==> config.mk <==
export PLATFORM = sky130hd
export DESIGN_NAME = alu_fsm_pipe
export DESIGN_NICKNAME = d
export VERILOG_FILES = /design/src/rtl/alu_fsm_pipe.sv
export SDC_FILE = /design/constraint.sdc
export NUM_CORES = 1
export LEC_CHECK = 0
export CAP_MARGIN = 5
export CORE_MARGIN = 1.5
export CORE_UTILIZATION = 45
export DETAILED_ROUTE_END_ITERATION = 7
export PLACE_DENSITY = 0.6
export SLEW_MARGIN = 40
export SYNTH_ARGS = -nofsm -noshare
export SYNTH_HDL_FRONTEND = slang
export SYNTH_SLANG_ARGS = --single-unit
export TNS_END_PERCENT = 100
==> constraint.sdc <==
create_clock -name clk -period 21.6 [get_ports clk]
set_clock_uncertainty 0.1 [all_clocks]
set_input_delay 4.32 -clock clk [delete_from_list [all_inputs] [get_ports clk]]
set_output_delay 4.32 -clock clk [all_outputs]
set_load 0.02 [all_outputs]
==> src/rtl/alu_fsm_pipe.sv <==
// ---------------------------------------------------------------------------
// alu_fsm_pipe
//
// Queued multi-cycle ALU. Commands arrive over a valid/ready handshake and
// wait in a small FIFO. An FSM pops them one at a time:
// - single-cycle ops finish in EXEC;
// - divide runs as a restoring divider, one quotient bit per cycle.
// Results leave over a valid/ready handshake. Each result carries an error
// flag for divide-by-zero or an illegal op code.
//
// Parameters:
//   W      operand width (>= 4); results are 2*W wide
//   DEPTH  command FIFO depth (power of 2, >= 2)
//
// Ports:
//   clk        rising-edge clock
//   reset      asynchronous, active-high reset
//   in_valid   command present on A/B/op_sel
//   in_ready   FIFO has room (registered)
//   A, B       W-bit operands
//   op_sel     4-bit operation code
//   out_valid  result present
//   out_ready  consumer takes the result
//   result     2*W-bit result ({remainder, quotient} for divides)
//   err        divide-by-zero or illegal op for this result
//   busy       FSM not idle or FIFO not empty
//
// Build option:
//   SIGNED_OPS_EN
//   - When defined, op 1101 is a signed multiply and op 1110 is a signed
//     divide. Signed divide takes one extra fix-up cycle.
//   - When undefined, both codes are illegal.
// ---------------------------------------------------------------------------
module alu_fsm_pipe #(
    parameter int W     = 16,
    parameter int DEPTH = 4
) (
    input  logic           clk,
    input  logic           reset,
    input  logic           in_valid,
    output logic           in_ready,
    input  logic [W-1:0]   A,
    input  logic [W-1:0]   B,
    input  logic [3:0]     op_sel,
    output logic           out_valid,
    input  logic           out_ready,
    output logic [2*W-1:0] result,
    output logic           err,
    output logic           busy
);

    localparam int PW = $clog2(DEPTH);
    localparam int SW = $clog2(W);
    localparam int CW = $clog2(W);

    typedef enum logic [2:0] {
        S_IDLE,
        S_EXEC,
        S_DIV,
        S_FIX,
        S_HOLD
    } state_t;

    // ---------------------------------------------------------------- FIFO
    logic [W-1:0] r_fifoA  [DEPTH];
    logic [W-1:0] r_fifoB  [DEPTH];
    logic [3:0]   r_fifoOp [DEPTH];
    logic [PW:0]  r_wrPtr;
    logic [PW:0]  r_rdPtr;
    logic         r_inReady;

    logic         w_push;
    logic         w_pop;
    logic         w_empty;
    logic [PW:0]  w_count;
    logic [PW:0]  w_countNext;

    assign w_empty     = (r_wrPtr == r_rdPtr);
    assign w_push      = in_valid && r_inReady;
    assign w_count     = r_wrPtr - r_rdPtr;
    assign w_countNext = w_count + (PW+1)'(w_push) - (PW+1)'(w_pop);

    // in_ready is computed from the occupancy after this cycle's push/pop.
    // A full FIFO therefore refuses a push even while it pops.
    always_ff @(posedge clk or posedge reset) begin
        if (reset) begin
            r_wrPtr   <= '0;
            r_rdPtr   <= '0;
            r_inReady <= 1'b1;
        end else begin
            if (w_push) r_wrPtr <= r_wrPtr + (PW+1)'(1);
            if (w_pop)  r_rdPtr <= r_rdPtr + (PW+1)'(1);
            r_inReady <= (w_countNext != (PW+1)'(DEPTH));
        end
    end

    always_ff @(posedge clk) begin
        if (w_push) begin
            r_fifoA[r_wrPtr[PW-1:0]]  <= A;
            r_fifoB[r_wrPtr[PW-1:0]]  <= B;
            r_fifoOp[r_wrPtr[PW-1:0]] <= op_sel;
        end
    end

    // ----------------------------------------------------------- FSM state
    state_t         r_state;
    state_t         w_nextState;
    logic [W-1:0]   r_a;
    logic [W-1:0]   r_b;
    logic [3:0]     r_op;
    logic [W-1:0]   r_rem;
    logic [W-1:0]   r_quot;
    logic [W-1:0]   r_div;
    logic [CW-1:0]  r_cnt;
    logic [2*W-1:0] r_result;
    logic           r_err;
    logic           r_outValid;
`ifdef SIGNED_OPS_EN
    logic           r_negQ;
    logic           r_negR;
`endif

    logic           w_handshake;
    logic           w_isDiv;
    logic           w_isSignedDiv;
    logic [W-1:0]   w_divA;
    logic [W-1:0]   w_divB;

    assign w_handshake = r_outValid && out_ready;
    assign in_ready    = r_inReady;
    assign out_valid   = r_outValid;
    assign result      = r_result;
    assign err         = r_err;
    assign busy        = (r_state != S_IDLE) || !w_empty;

    // Decode which latched ops use the iterative divider. For a signed
    // divide, the divider works on operand magnitudes. The signs are
    // reapplied in the fix-up state.
    always_comb begin
        w_isDiv       = (r_op == 4'b0011);
        w_isSignedDiv = 1'b0;
        w_divA        = r_a;
        w_divB        = r_b;
`ifdef SIGNED_OPS_EN
        if (r_op == 4'b1110) begin
            w_isDiv       = 1'b1;
            w_isSignedDiv = 1'b1;
            w_divA        = r_a[W-1] ? -r_a : r_a;
            w_divB        = r_b[W-1] ? -r_b : r_b;
        end
`endif
    end

    // --------------------------------------------------------- single-cycle ALU
    logic [2*W-1:0]        w_aExt;
    logic [2*W-1:0]        w_bExt;
    logic signed [2*W-1:0] w_aSext;
    logic [SW-1:0]         w_shAmt;
    logic [2*W-1:0]        w_aluResult;
    logic                  w_aluErr;
`ifdef SIGNED_OPS_EN
    logic signed [2*W-1:0] w_bSext;
    assign w_bSext = {{W{r_b[W-1]}}, r_b};
`endif

    assign w_aExt  = {{W{1'b0}}, r_a};
    assign w_bExt  = {{W{1'b0}}, r_b};
    assign w_aSext = {{W{r_a[W-1]}}, r_a};
    assign w_shAmt = r_b[SW-1:0];

    // Divide codes only reach this path with a zero divisor, so they
    // report divide-by-zero here.
    always_comb begin
        w_aluResult = '0;
        w_aluErr    = 1'b0;
        case (r_op)
            4'b0000: w_aluResult = w_aExt + w_bExt;
            4'b0001: w_aluResult = w_aExt - w_bExt;
            4'b0010: w_aluResult = w_aExt * w_bExt;
            4'b0011: begin
                w_aluResult = '1;
                w_aluErr    = 1'b1;
            end
            4'b0100: w_aluResult = w_aExt & w_bExt;
            4'b0101: w_aluResult = w_aExt | w_bExt;
            4'b0110: w_aluResult = w_aExt ^ w_bExt;
            4'b0111: w_aluResult = {{W{1'b0}}, ~r_a};
            4'b1000: w_aluResult = w_aExt << w_shAmt;
            4'b1001: w_aluResult = w_aExt >> w_shAmt;
            4'b1010: w_aluResult = $unsigned(w_aSext >>> w_shAmt);
            4'b1011: w_aluResult = (r_a < r_b) ? w_aExt : w_bExt;
            4'b1100: w_aluResult = (r_a > r_b) ? w_aExt : w_bExt;
`ifdef SIGNED_OPS_EN
            4'b1101: w_aluResult = $unsigned(w_aSext * w_bSext);
            4'b1110: begin
                w_aluResult = '1;
                w_aluErr    = 1'b1;
            end
`endif
            default: begin
                w_aluResult = '0;
                w_aluErr    = 1'b1;
            end
        endcase
    end

    // -------------------------------------------------------- divider step
    logic [W:0]   w_shifted;
    logic [W:0]   w_diff;
    logic         w_qBit;
    logic [W-1:0] w_remNext;
    logic [W-1:0] w_quotNext;

    // Restoring step. Shift the next dividend bit into the partial
    // remainder and trial-subtract the divisor. A borrow in bit W means the
    // subtraction is undone.
    assign w_shifted  = {r_rem, r_quot[W-1]};
    assign w_diff     = w_shifted - {1'b0, r_div};
    assign w_qBit     = !w_diff[W];
    assign w_remNext  = w_qBit ? w_diff[W-1:0] : w_shifted[W-1:0];
    assign w_quotNext = {r_quot[W-2:0], w_qBit};

`ifdef SIGNED_OPS_EN
    logic [W-1:0] w_fixRem;
    logic [W-1:0] w_fixQuot;
    assign w_fixRem  = r_negR ? -r_rem  : r_rem;
    assign w_fixQuot = r_negQ ? -r_quot : r_quot;
`endif

    // ----------------------------------------------------- next state / pop
    always_comb begin
        w_nextState = r_state;
        w_pop       = 1'b0;
        case (r_state)
            S_IDLE: begin
                if (!w_empty) begin
                    w_pop       = 1'b1;
                    w_nextState = S_EXEC;
                end
            end
            S_EXEC: begin
                if (w_isDiv && (r_b != '0)) w_nextState = S_DIV;
                else                        w_nextState = S_HOLD;
            end
            S_DIV: begin
                if (r_cnt == CW'(W-1))
                    w_nextState = w_isSignedDiv ? S_FIX : S_HOLD;
            end
            S_FIX:  w_nextState = S_HOLD;
            S_HOLD: begin
                if (w_handshake) w_nextState = S_IDLE;
            end
            default: w_nextState = S_IDLE;
        endcase
    end

    always_ff @(posedge clk or posedge reset) begin
        if (reset) r_state <= S_IDLE;
        else       r_state <= w_nextState;
    end

    // Datapath registers.
    // - result/err only change on the way into HOLD, so they are stable
    //   for as long as the consumer stalls.
    // - out_valid lags entry into HOLD by one cycle, so a result is offered
    //   two cycles after its pop.
    always_ff @(posedge clk or posedge reset) begin
        if (reset) begin
            r_a        <= '0;
            r_b        <= '0;
            r_op       <= '0;
            r_rem      <= '0;
            r_quot     <= '0;
            r_div      <= '0;
            r_cnt      <= '0;
            r_result   <= '0;
            r_err      <= 1'b0;
            r_outValid <= 1'b0;
`ifdef SIGNED_OPS_EN
            r_negQ     <= 1'b0;
            r_negR     <= 1'b0;
`endif
        end else begin
            r_outValid <= (r_state == S_HOLD) && !w_handshake;
            case (r_state)
                S_IDLE: begin
                    if (w_pop) begin
                        r_a  <= r_fifoA[r_rdPtr[PW-1:0]];
                        r_b  <= r_fifoB[r_rdPtr[PW-1:0]];
                        r_op <= r_fifoOp[r_rdPtr[PW-1:0]];
                    end
                end
                S_EXEC: begin
                    if (w_nextState == S_DIV) begin
                        r_rem  <= '0;
                        r_quot <= w_divA;
                        r_div  <= w_divB;
                        r_cnt  <= '0;
`ifdef SIGNED_OPS_EN
                        r_negQ <= w_isSignedDiv && (r_a[W-1] ^ r_b[W-1]);
                        r_negR <= w_isSignedDiv && r_a[W-1];
`endif
                    end else begin
                        r_result <= w_aluResult;
                        r_err    <= w_aluErr;
                    end
                end
                S_DIV: begin
                    r_rem  <= w_remNext;
                    r_quot <= w_quotNext;
                    r_cnt  <= r_cnt + CW'(1);
                    if (w_nextState == S_HOLD) begin
                        r_result <= {w_remNext, w_quotNext};
                        r_err    <= 1'b0;
                    end
                end
                S_FIX: begin
`ifdef SIGNED_OPS_EN
                    r_result <= {w_fixRem, w_fixQuot};
                    r_err    <= 1'b0;
`endif
                end
                default: ;
            endcase
        end
    end

endmodule

Word-level counts from Yosys, hierarchy flattened
Memories as Yosys holds them, arrays and structs flattened. A register that Yosys moved wholly into a read port is not among the register bits.
Index checks and enable logic that the tools add are counted.
{"block": "totals", "ff_bits": 96, "ram_bits": 144, "input_bits": 40, "out_inout_bits": 36, "wordCells": 101, "memories": 3}
{"name": "r_fifoA", "depth": 4, "width": 16, "read_ports": 1, "rd_clocked_by_memory_dff": 1, "write_ports": 1, "line_no": "65", "source": "logic [W-1:0] r_fifoA [DEPTH];"}
{"name": "r_fifoB", "depth": 4, "width": 16, "read_ports": 1, "rd_clocked_by_memory_dff": 1, "write_ports": 1, "line_no": "66", "source": "logic [W-1:0] r_fifoB [DEPTH];"}
{"name": "r_fifoOp", "depth": 4, "width": 4, "read_ports": 1, "rd_clocked_by_memory_dff": 1, "write_ports": 1, "line_no": "67", "source": "logic [3:0] r_fifoOp [DEPTH];"}
{"block": "classes", "add_sub_neg": 9, "multipliers": 1, "order_cmp": 2, "n_eq_ne": 24, "n_shift": 3, "mux": 26, "n_bitwise": 4, "reduce_logical": 18}
{"op": "$pmux 32 s13", "n": 1}
{"op": "$mux 16", "n": 5}
{"op": "$mux 32", "n": 2}
{"op": "$pmux 16 s2", "n": 2}
{"op": "$pmux 32 s2", "n": 1}
{"op": "$mul 16x16->32", "n": 1}
{"op": "$shl 16x4->32", "n": 1}
{"op": "$shr 16x4->32", "n": 1}
{"op": "$sshr 16x4->32", "n": 1}
{"op": "$eq 4x4->1 const B", "n": 6}
{"op": "$add 16x16->17", "n": 1}
{"op": "$sub 16x16->17", "n": 1}
{"op": "$sub 17x16->17", "n": 1}
{"op": "$and 16x16->16", "n": 1}
{"op": "$eq 4x3->1 const B", "n": 4}
{"op": "$gt 16x16->1", "n": 1}
{"op": "$lt 16x16->1", "n": 1}
{"op": "$not 16->16", "n": 1}
{"op": "$or 16x16->16", "n": 1}
{"op": "$reduce_bool 16->1", "n": 1}
{"op": "$xor 16x16->16", "n": 1}
{"op": "$pmux 3 s5", "n": 1}
{"op": "$mux 3", "n": 4}
{"op": "$reduce_or 12->1", "n": 1}
{"op": "26 further kinds", "n": 46}

Logic depth before layout (Yosys ltp)
{"block": "logic_depth", "word_depth": 7, "depth_mapped": 27, "ltp_nobuf": 24}

Least setup slack after synthesis
Ideal clock, no wire load.
{"block": "synth_timing", "path_type": "register to register", "from": "reg r_b[2], read port of r_fifoB", "to": "reg r_result[30] (netlist: result[30])", "setup_ns": 0.118, "arrival_time_ns": 6.740, "path_slack_ns": 14.642, "path_stages_with_launch": 26, "cell_sequence": "dfrtp_1 -> clkbuf_1 -> clkbuf_1 -> buf_1 -> clkbuf_1 -> nand2_1 -> fa_1 -> fa_1 -> inv_1 -> fa_1 -> fa_1 -> fa_1 -> inv_1 -> fa_1 -> inv_1 -> ha_1 -> clkbuf_1 -> a211oi_1 -> o21ai_1 -> a221oi_1 -> o21ai_1 -> a31o_1 -> a221o_1 -> a21oi_1 -> xnor2_1 -> a21o_1"}
{"block": "synth_via", "elab_chain_len": 7, "word_cells_on_any_way": 17}
{"item": "start, declared", "line_no": "109", "source": "logic [W-1:0] r_b;"}
{"item": "branches (longest 7 deep; another with $mul 16x16->32)"}
{"item": "end signal, assigned", "line_no": "304", "source": "r_result <= w_aluResult;"}
{"item": "end signal, assigned", "line_no": "313", "source": "r_result <= {w_remNext, w_quotNext};"}
{"item": "end, declared", "line_no": "115", "source": "logic [2*W-1:0] r_result;"}
Several ways; the timed one is not identified. The select of a mux whose other input is x is not followed.
A chain may end at the register's enable or synchronous reset.

Worst setup path in the final report
{"block": "layout_timing", "from": "reg r_a[5], read port of r_fifoA", "to": "reg r_result[19] (netlist: result[19])"}
{"block": "layout_via", "elab_chain_len": 4, "word_cells_on_any_way": 8}
{"item": "start, declared", "line_no": "108", "source": "logic [W-1:0] r_a;"}
{"item": "$mul 16x16->32, or another cell as far along", "line_no": "179", "source": "4'b0010: w_aluResult = w_aExt * w_bExt;"}
{"item": "$pmux 32 s13 *", "line_no": "176", "source": "case (r_op)"}
{"item": "$mux 32 *", "line_no": "294", "source": "if (w_nextState == S_DIV) begin"}
{"item": "$pmux 32 s2 *", "line_no": "285", "source": "case (r_state)"}
Mark *: on every way between the ends. The rest lies on a longest branch, timed or not. The select of a mux whose other input is x is not followed.

==> insert_results.sql <==
INSERT INTO impl_metrics (metric_group, metric, value, unit) VALUES
('run_status', 'outcome', 'completed', ''),
('finish', 'seq_area', '7630', 'µm²'),
('synthesis', 'synth_enable_flop_cells', '144', ''),
('hold_path', 'holdCritStartpoint', 'err', ''),
('synthesis', 'sequential_to_total_area_share_from_yosys_stat', '31.1', '%'),
('grt', 'grt_pass1_vias', '20500', ''),
('routing', 'first_drt_pass_iteration_count', '6', ''),
('sta', 'setup_tns', '0', 'ns'),
('hold_path', 'min-delay-path-class', 'flop to flop', ''),
('synthesis', 'ys_types', '93', ''),
('worst_setup_path', 'critical_path.endpoint_type', 'flop', ''),
('clock_network', 'cts.sink_count', '276', ''),
('routing', 'drc_errors', '0', ''),
('routing', 'drt.antenna.violating_nets', '0', ''),
('routing', 'met3RoutedLength', '6.87', 'mm'),
('sta', 'setup_repair_after_global_routing_missed_its_margin', 'false', ''),
('sta', 'finalCritPeriodShare', '35.0', '%'),
('routing', 'wl_on_met1', '35.9', 'mm'),
('worst_setup_path', 'ff2ff_path_depth', '22', ''),
('clock_network', 'cts_repair_resize_count', '0', ''),
('sta', 'finalCriticalPeriod', '7.55', 'ns'),
('sta', 'timing.final.setup_violations', '0', ''),
('place', 'placement.io_buffers', '75', ''),
('job', 'drv_cap', '0', ''),
('clock_network', 'clock_tree.root_cell', 'clkbuf_16', ''),
('clock_network', 'ctsLongestPathBuffers', '3', ''),
('clock_network', 'worst_skew_pair.late_latency', '0.56', 'ns'),
('routing', 'drt-wirelength-per-cell', '26.6', 'µm'),
('floorplan', 'die_width', '237', 'µm'),
('sta', 'timing_hold_violations_final', '0', ''),
('routing', 'detailed_routed_wire_length_on_met2', '40.1', 'mm'),
('hold_path', 'holdPathStages', '2', ''),
('clock_network', 'cts_post_setup_buffers_inserted', '0', ''),
('finish', 'finish.net_count', '2985', ''),
('synthesis', 'number_of_instances_in_the_synthesized_netlist', '2572', ''),
('routing', 'top_signal_layer_used', 'met4', ''),
('clock_network', 'cts_tree', 'done', ''),
('clock_network', 'htreeDepth', '2', ''),
('worst_setup_path', 'crit_arrival', '7.85', 'ns'),
('clock_network', 'cts_hold_buf', '0', ''),
('sta', 'fmaxAchievable', '132', 'MHz'),
('sta', 'drv_slew', '0', ''),
('place', 'globalplace.congestion', '1.00', ''),
('sta', 'timing.hold.ws', '0.380', 'ns'),
('synthesis', 'syn-mean-instance-area', '9.54', 'µm²'),
('place', 'dpl.hpwl', '65.3', 'mm'),
('place', 'post_dp_cell_area', '26000', 'µm²'),
('sta', 'fin_ws', '14.05', 'ns'),
('sta', 'slew_headroom', '39.8', '%'),
('routing', 'via_count', '20000', ''),
('worst_setup_path', 'launch_point_of_the_worst_reg_to_reg_path', 'r_a[5]', ''),
('worst_setup_path', 'worst-setup-path-type', 'flop to flop', ''),
('worst_setup_path', 'worst_ep_required_time', '21.89', 'ns'),
('synthesis', 'yosysWarningCount', '0', ''),
('grt', 'grt_usage', '31.7', '%'),
('routing', 'vias_per_cell', '6.08', ''),
('hold_path', 'min_delay_worst_endpoint', 'err', ''),
('place', 'post-place-ws', '14.14', 'ns'),
('worst_setup_path', 'worst_setup_path_start_kind', 'flop', ''),
('finish', 'multi_input_comb_area', '15200', 'µm²'),
('finish', 'final_standard_cell_area_without_fillers', '27000', 'µm²'),
('floorplan', 'die_h', '237', 'µm'),
('sta', 'worstMarginPinSlew', '0.900', 'ns'),
('synthesis', 'postSynth.asyncResetShare', '47.8', '%'),
('grt', 'grt_start_max_net_pins', '74', ''),
('synthesis', 'syn-cell-area', '24500', 'µm²'),
('finish', 'antenna_cells_inserted', '0', ''),
('grt', 'grt_pass1_wl', '132', 'mm'),
('finish', 'nFillCells', '5069', ''),
('worst_setup_path', 'regToRegSetupSlack', '14.05', 'ns'),
('worst_setup_path', 'critical_path_maximum_fanout', '18', '');
## per-stage QoR
step / cells / utilization (%)
finish: 3289 / 50.1
global route: 3289 / 50.1
CTS: 3289 / 50.1
detailed placement: 3229 / 48.2
global placement: 3229 / 48.1
floorplan: 2572 / -
## worst max path at each step
| stage | from | end | slack, ns |
|---|---|---|---|
| after CTS | r_a[6] | result[20] | 14.07 |
| after detailed placement | r_a[6] | result[20] | 14.14 |
| after global routing | r_a[6] | result[22] | 13.74 |
| after floorplan | reset | err | 13.66 |
| final | r_a[5] | result[19] | 14.05 |
| after global placement | r_b[5] | result[23] | 14.10 |
## state kept, by name, summed over array words and instances, names as in the netlist
register,flops
r_fifoA,64
r_fifoB,64
result,32
r_a,16
r_b,16
r_div,16
r_fifoOp,16
r_quot,16
r_rem,16
r_cnt,4
r_op,4
r_rdPtr,3
r_state,3
r_wrPtr,3
err,1
in_ready,1
out_valid,1
## layout make-up
cell class / count / share of cell area [%]
clock buffer: 38 / 3.28
inverter: 322 / 4.49
timing repair buffer: 118 / 4.00
clock inverter: 22 / 0.629
tap: 696 / 3.22
multi-input combinational: 1817 / 56.2
sequential: 276 / 28.2
## Yosys cell counts, drive strengths merged, types with 16 or more instances
| cell type | instances |
|---|---|
| mux2i | 42 |
| a21o | 31 |
| and3 | 16 |
| xnor2 | 31 |
| a21oi | 145 |
| inv | 315 |
| o211ai | 22 |
| mux4 | 50 |
| nor2 | 238 |
| o221ai | 17 |
| o21ai | 180 |
| nand3 | 23 |
| edfxtp | 144 |
| o21a | 16 |
| clkbuf | 108 |
| xor2 | 18 |
| nand2 | 317 |
| a221oi | 20 |
| buf | 49 |
| a211oi | 20 |
| fa | 199 |
| nand2b | 16 |
| dfrtp | 131 |
| nor3 | 26 |
| ha | 177 |
## critical path, stage by stage, from the launching register on
cell,delay (ns)
dfrtp_1,0.86
inv_1,0.51
nor2_1,0.24
fa_1,0.44
inv_1,0.09
fa_1,0.45
fa_1,0.50
fa_1,0.55
inv_1,0.05
fa_1,0.47
inv_1,0.05
fa_1,0.47
inv_1,0.04
ha_1,0.32
and4_1,0.25
and2_1,0.20
nor3_1,0.45
a21oi_1,0.23
a31o_2,0.34
xnor2_1,0.29
o221ai_1,0.20
a21oi_1,0.20
o21ai_1,0.08
## cells by family (layout without fill, tap and decap cells)
logic type	count (synthesis)	after routing	share of synthesized area, %
XOR/XNOR	49	49	1.75
adder cells (fa/ha/maj)	376	376	25.3
multiplexers	104	104	6.87
flip-flops	276	276	31.1
AND/OR/NAND/NOR	709	709	12.3
AO/OA/AOI/OAI	579	579	15.2
buffers and inverters	479	500	7.52
## placed cells by master (no fill, tap or decap), drive strengths merged, types with 38 or more instances in the layout
cell / instances
nand2: 317
fa: 199
mux4: 50
nor2: 238
inv: 319
edfxtp: 144
mux2i: 42
clkbuf: 38
buf: 43
ha: 177
a21oi: 145
clkdlybuf4s50: 75
dfrtp: 131
o21ai: 180
## per-layer routing
metal / vias up / global-route usage (%)
li1: 8809 / -
met1: 10000 / 42.7
met2: 962 / 50.7
met3: 216 / 4.50
met4: 0 / 14.9
met5: - / 0
Power is left out: the tool's default activity adds up to more than one toggle a clock period on the data nets, which glitch-free logic cannot reach.
